[config.mk]
export PLATFORM = sky130hd
export DESIGN_NAME = imem_dmem_arbiter
export DESIGN_NICKNAME = d
export VERILOG_FILES = /design/src/rtl/imem_dmem_arbiter.sv
export SDC_FILE = /design/constraint.sdc
export NUM_CORES = 1
export LEC_CHECK = 0
export BUFFER_PORTS_ARGS = -buffer_cell sky130_fd_sc_hd__buf_2
export CAP_MARGIN = 10
export CORE_MARGIN = 2
export CORE_UTILIZATION = 42
export CTS_CLUSTER_DIAMETER = 120
export DETAILED_ROUTE_END_ITERATION = 10
export GPL_TIMING_DRIVEN = 0
export PLACE_DENSITY = 0.87
export SYNTH_ARGS = -nofsm -noshare
export SYNTH_HDL_FRONTEND = slang
export SYNTH_SLANG_ARGS = --single-unit
[constraint.sdc]
create_clock -name clk -period 1.9 [get_ports clk]
set_input_delay 0.38 -clock clk [delete_from_list [all_inputs] [get_ports clk]]
set_output_delay 0.38 -clock clk [all_outputs]
set_load 0.05 [all_outputs]
[src/rtl/imem_dmem_arbiter.sv]
// Single-port SRAM arbiter shared by instruction fetch and data access.
// Data wins ties unless it has already won MAX_D_STREAK times while a fetch waited.
module imem_dmem_arbiter #(
   parameter int LATENCY      = 4,
   parameter int MAX_D_STREAK = 2,
   parameter int CNT_W        = 3
) (
   input  logic        clk,
   input  logic        rst,
   input  logic        if_req,
   input  logic [31:0] if_addr,
   input  logic        if_flush,
   output logic [31:0] if_rdata,
   output logic        if_ready,
   input  logic        mem_rd_en,
   input  logic        mem_wr_en,
   input  logic [31:0] mem_addr,
   input  logic [31:0] mem_wdata,
   output logic [31:0] mem_rdata,
   output logic        mem_ready,
   output logic        sram_en,
   output logic        sram_we,
   output logic [31:0] sram_addr,
   output logic [31:0] sram_wdata,
   input  logic [31:0] sram_rdata
);

   typedef enum logic [1:0] {IDLE, ACCESS, RESP} state_t;
   typedef enum logic {GNT_IF, GNT_D} gnt_t;

   localparam logic [CNT_W-1:0] LAST_CNT   = CNT_W'(LATENCY - 1);
   localparam logic [CNT_W-1:0] MAX_STREAK = CNT_W'(MAX_D_STREAK);

   state_t            state_reg, state_next;
   gnt_t              gnt_reg, gnt_next;
   logic [CNT_W-1:0]  cnt_reg, cnt_next;
   logic [CNT_W-1:0]  d_streak_reg, d_streak_next;
   logic              drop_reg, drop_next;
   logic              we_reg, we_next;
   logic [31:0]       addr_reg, addr_next;
   logic [31:0]       wdata_reg, wdata_next;
   logic [31:0]       if_rdata_reg, if_rdata_next;
   logic [31:0]       mem_rdata_reg, mem_rdata_next;
   logic              d_req;
   logic              drop_now;

   always_ff @(posedge clk or negedge rst) begin
      if (!rst) begin
         state_reg     <= IDLE;
         gnt_reg       <= GNT_IF;
         cnt_reg       <= '0;
         d_streak_reg  <= '0;
         drop_reg      <= 1'b0;
         we_reg        <= 1'b0;
         addr_reg      <= '0;
         wdata_reg     <= '0;
         if_rdata_reg  <= '0;
         mem_rdata_reg <= '0;
      end else begin
         state_reg     <= state_next;
         gnt_reg       <= gnt_next;
         cnt_reg       <= cnt_next;
         d_streak_reg  <= d_streak_next;
         drop_reg      <= drop_next;
         we_reg        <= we_next;
         addr_reg      <= addr_next;
         wdata_reg     <= wdata_next;
         if_rdata_reg  <= if_rdata_next;
         mem_rdata_reg <= mem_rdata_next;
      end
   end

   always_comb begin
      state_next     = state_reg;
      gnt_next       = gnt_reg;
      cnt_next       = cnt_reg;
      d_streak_next  = d_streak_reg;
      drop_next      = drop_reg;
      we_next        = we_reg;
      addr_next      = addr_reg;
      wdata_next     = wdata_reg;
      if_rdata_next  = if_rdata_reg;
      mem_rdata_next = mem_rdata_reg;
      d_req          = mem_rd_en | mem_wr_en;
      // A flush in the final access cycle must also suppress the capture.
      drop_now       = drop_reg | (gnt_reg == GNT_IF && if_flush);

      case (state_reg)
         IDLE: begin
            if (d_req && (!if_req || d_streak_reg < MAX_STREAK)) begin
               gnt_next      = GNT_D;
               d_streak_next = if_req ? d_streak_reg + 1'b1 : '0;
               addr_next     = mem_addr;
               wdata_next    = mem_wdata;
               we_next       = mem_wr_en;
               cnt_next      = '0;
               drop_next     = 1'b0;
               state_next    = ACCESS;
            end else if (if_req) begin
               gnt_next      = GNT_IF;
               d_streak_next = '0;
               addr_next     = if_addr;
               wdata_next    = '0;
               we_next       = 1'b0;
               cnt_next      = '0;
               drop_next     = 1'b0;
               state_next    = ACCESS;
            end
         end
         ACCESS: begin
            cnt_next  = cnt_reg + 1'b1;
            drop_next = drop_now;
            if (cnt_reg == LAST_CNT) begin
               state_next = RESP;
               if (gnt_reg == GNT_IF && !drop_now)
                  if_rdata_next = sram_rdata;
               if (gnt_reg == GNT_D && !we_reg)
                  mem_rdata_next = sram_rdata;
            end
         end
         RESP:    state_next = IDLE;
         default: state_next = IDLE;
      endcase
   end

   assign sram_en    = (state_reg == ACCESS);
   assign sram_we    = (state_reg == ACCESS) & we_reg;
   assign sram_addr  = addr_reg;
   assign sram_wdata = wdata_reg;
   assign if_rdata   = if_rdata_reg;
   assign mem_rdata  = mem_rdata_reg;
   assign if_ready   = (state_reg == RESP) & (gnt_reg == GNT_IF) & !drop_reg;
   assign mem_ready  = (state_reg == RESP) & (gnt_reg == GNT_D);

endmodule

==> summary.md <==
| Metric | Value |
|---|---|
| Ys Warns | 0 |
| TritonCTS Buffers | 17 |
| Placed insts | 888 |
| Layout Skew | 0.00945 ns |
| Worst Path Buf+Inv | 2 |
| Max Slew Vio Count | 0 |
| Die height | 122 microns |
| Rows | 43 |
| CTS tree | built |
| Total GRT Usage | 21.6% |
| Core area | 13700 sq um |
| Area grow syn2layout | 42.5% |
| FFs w/ async S/R, synth | 100% |
| Final setup viols | 30 |
| Vias | 4884 |
| Distinct cell type count after synthesis | 33 |
| VDD IR max | 0.00108 V |
| Sequential Power Share | 28.9% |
| FF/Latch Area | 3480 sq um |
| Power per cell area | 2190 nW/um^2 |
| Vias in the first global route | 4686 |
| Post-synthesis sequential area ratio | 59.7% |
| Post-synth EDFFs | 0 |
| Antenna violations before repair | 1 |
| DIE WIDTH | 122 microns |
| Largest net degree at the start of global routing | 102 |
| Io pins | 266 |
| Layout Cells excl Fill | 934 |
| Switch share | 50.7% |
| Min cycle time layout | 1.94 ns |
| Total wire length | 16200 microns |
| # clock sinks | 139 |
| Clock share of power | 17.1% |
| I/O Buffers | 265 |
| FF+latch count, synth | 139 |
| CP required | 2.19 ns |
| # fillers | 1098 |
| First-pass GRT wire length | 24800 microns |
| Mean area per synthesized cell | 13.2 sq um |
| Comb pwr share | 54.0% |
| Failing checks | setup timing |
| Total grt overflow | 0 |
| Syn Nets | 579 |
| Area of the multi-input gates | 2220 sq um |
| DR pass1 iterations | 4 |
| Die ar. | 14800 sq um |
| Run status | finished with violations |
| Starting density of the core | 42.5% |
| Crit path cell chain | ha_2 -> ha_4 -> nand3b_4 -> or4_4 -> buf_8 -> buf_12 -> mux2_4 |
| CTS root buffer | clkbuf_16 |
| Worst-Margin Slew | 0.530 ns |
| RSZ-0062 raised after global routing | yes |
| Setup ws final | -0.0392 ns |
| Psw | 9200 uW |
| GP Congestion | 0.788 |
| Synthesized instance count | 442 |
| Mapped Area | 5830 sq um |
| Detail Route Antenna Nets | 0 |
| Synth Flop Type | dfrtp_1 |
| Cell Int Power | 8950 uW |
| Reg2Reg Setup Slack | -0.04 ns |
| Post-Route Hold Slack | 0.190 ns |
| # DRC | 0 |
| Pleak | 0.00421 uW |
| Critical path startpoint category | flip-flop |
| Crit path max-delay cell type | or4_4 |
| Top delay family on crit path | simple AND/OR/NAND/NOR gates |
| Worst rel slew slack | 64.7% |
| Htree depth | 4 |
| Diodes inserted | 0 |
| Clock Latency Late Sink | 0.41 ns |
| Initial DRC count | 220 |
| Final period util | 102% |
| Via density | 5.23 |
| CP max FO | 10 |
| WS Path Type | reg2reg |
| Worst Setup Slack post-DPL | -0.273 ns |
| Clock slew at the register clock pins of the worst setup and hold paths | 0.07 ns |
| Routed len/inst | 17.4 microns |
| NumNets Final | 878 |
| Worst setup EP type | flip-flop |
| Post-DP HPWL | 11400 microns |
| Critical Path AT | 2.23 ns |
| Fmax | 516 MHz |
| Longest Clk Path Bufs | 2 |
| Max incr delay on CP | 0.42 ns |
| HP Class | in2reg |
| Pwr Total | 18200 uW |
| Max-cap violations | 0 |
| Final Hold Vio Count | 0 |
| Fraction of layout cells with a size suffix above 1 | 53.7% |
-- what timing repair did --
item	in CTS	in global routing
pin swaps	2	3
endpoints found under the hold margin	38	0
gates cloned	1	3
setup endpoints to repair	112	106
gates resized for setup	31	14
hold buffers	1	0
setup buffers	3	7
-- worst paths after layout --
kind / end / cells after the start / start
setup reg to reg: if_rdata[12] / 7 / cnt_reg[0]
hold reg to reg: sram_wdata[10] / 1 / sram_wdata[10]
min in group asynchronous: if_rdata[8] / 2 / rst
hold / removal: sram_wdata[29] / 2 / mem_wdata[29]
max in group asynchronous: state_reg[1] / 3 / rst
setup / recovery: if_rdata[12] / 7 / cnt_reg[0]
-- metrics by stage --
| step | area (sq um) | TNS, ns | util, % |
|---|---|---|---|
| finish | 8310 | -0.627 | 60.5 |
| CTS | 8150 | -1.23 | 59.4 |
| floorplan | 5840 | 0 | - |
| global placement | 7390 | -215.79 | 53.9 |
| global route | 8310 | -3.00 | 60.5 |
| detailed placement | 7430 | -15.59 | 54.1 |
-- layout by cell type (no fill, tap or decap), drive strengths merged, types with 5 or more instances in the layout --
| cell type | n |
|---|---|
| a21oi | 32 |
| a22o | 34 |
| a31oi | 33 |
| buf | 294 |
| clkbuf | 41 |
| clkinv | 6 |
| dfrtp | 139 |
| inv | 11 |
| mux2 | 64 |
| nand2 | 5 |
| nand3b | 33 |
| o21ai | 36 |
-- worst register-to-register path: stages (launching register included) --
cell,delay (ns)
dfrtp_1,0.37
ha_2,0.20
ha_4,0.14
nand3b_4,0.07
or4_4,0.42
buf_8,0.16
buf_12,0.15
mux2_4,0.31
-- power groups by stage --
| stage | clock network (uW) | registers (uW) | logic (uW) |
|---|---|---|---|
| CTS | 3170 | 5200 | 9660 |
| detailed placement | 0 | 5220 | 9520 |
| floorplan | 0 | 9760 | 2570 |
| global route | 3310 | 5400 | 10400 |
| global placement | 0 | 5130 | 9370 |
| finish | 3100 | 5240 | 9810 |
-- synthesized netlist by cell type (2+ instances only) --
cell type	n	share of area (%)
a22o_1	34	5.1
nand2_1	5	0.32
mux2_4	30	7.7
a31oi_1	33	3.5
buf_2	12	1.0
o21ai_0	35	3.0
buf_6	3	0.58
a21oi_1	32	2.7
a32o_1	2	0.34
clkbuf_1	23	1.5
mux2_1	6	1.2
dfrtp_1	139	60
nand2b_1	2	0.21
inv_1	4	0.26
and2_1	2	0.21
mux2_2	28	5.4
nand3b_1	32	4.1
nor2_1	3	0.19
ha_1	3	0.64
-- layout make-up --
cell class | count | area share, %
plain buffers | 38 | 3.04
clock buffers | 17 | 5.12
clock inverters | 15 | 1.61
inverters | 4 | 0.181
multi-input cells | 260 | 26.8
flip-flops and latches | 139 | 41.9
well taps | 180 | 2.71
repair buffers | 281 | 18.7
-- cells by family (layout without fill, tap and decap cells) --
| kind of cell | count (synthesis) | in the layout | share of synthesized area [%] |
|---|---|---|---|
| flip-flops | 139 | 139 | 59.7 |
| adder cells (fa/ha/maj) | 3 | 3 | 0.644 |
| AO/OA/AOI/OAI | 140 | 140 | 15.2 |
| buffers and inverters | 43 | 355 | 3.48 |
| multiplexers | 64 | 64 | 14.3 |
| XOR/XNOR | 1 | 1 | 0.150 |
| AND/OR/NAND/NOR | 52 | 52 | 6.57 |
-- layer usage --
metal  global-route usage [%]  part of all wire [%]  wire length, microns
met1                     27.1                    42                  6730
met5                        0                 0.080                    13
met4                     7.18                   1.4                   234
met3                     6.13                   7.0                  1140
met2                     36.0                    50                  8090
(Power assumes the default switching activity.)
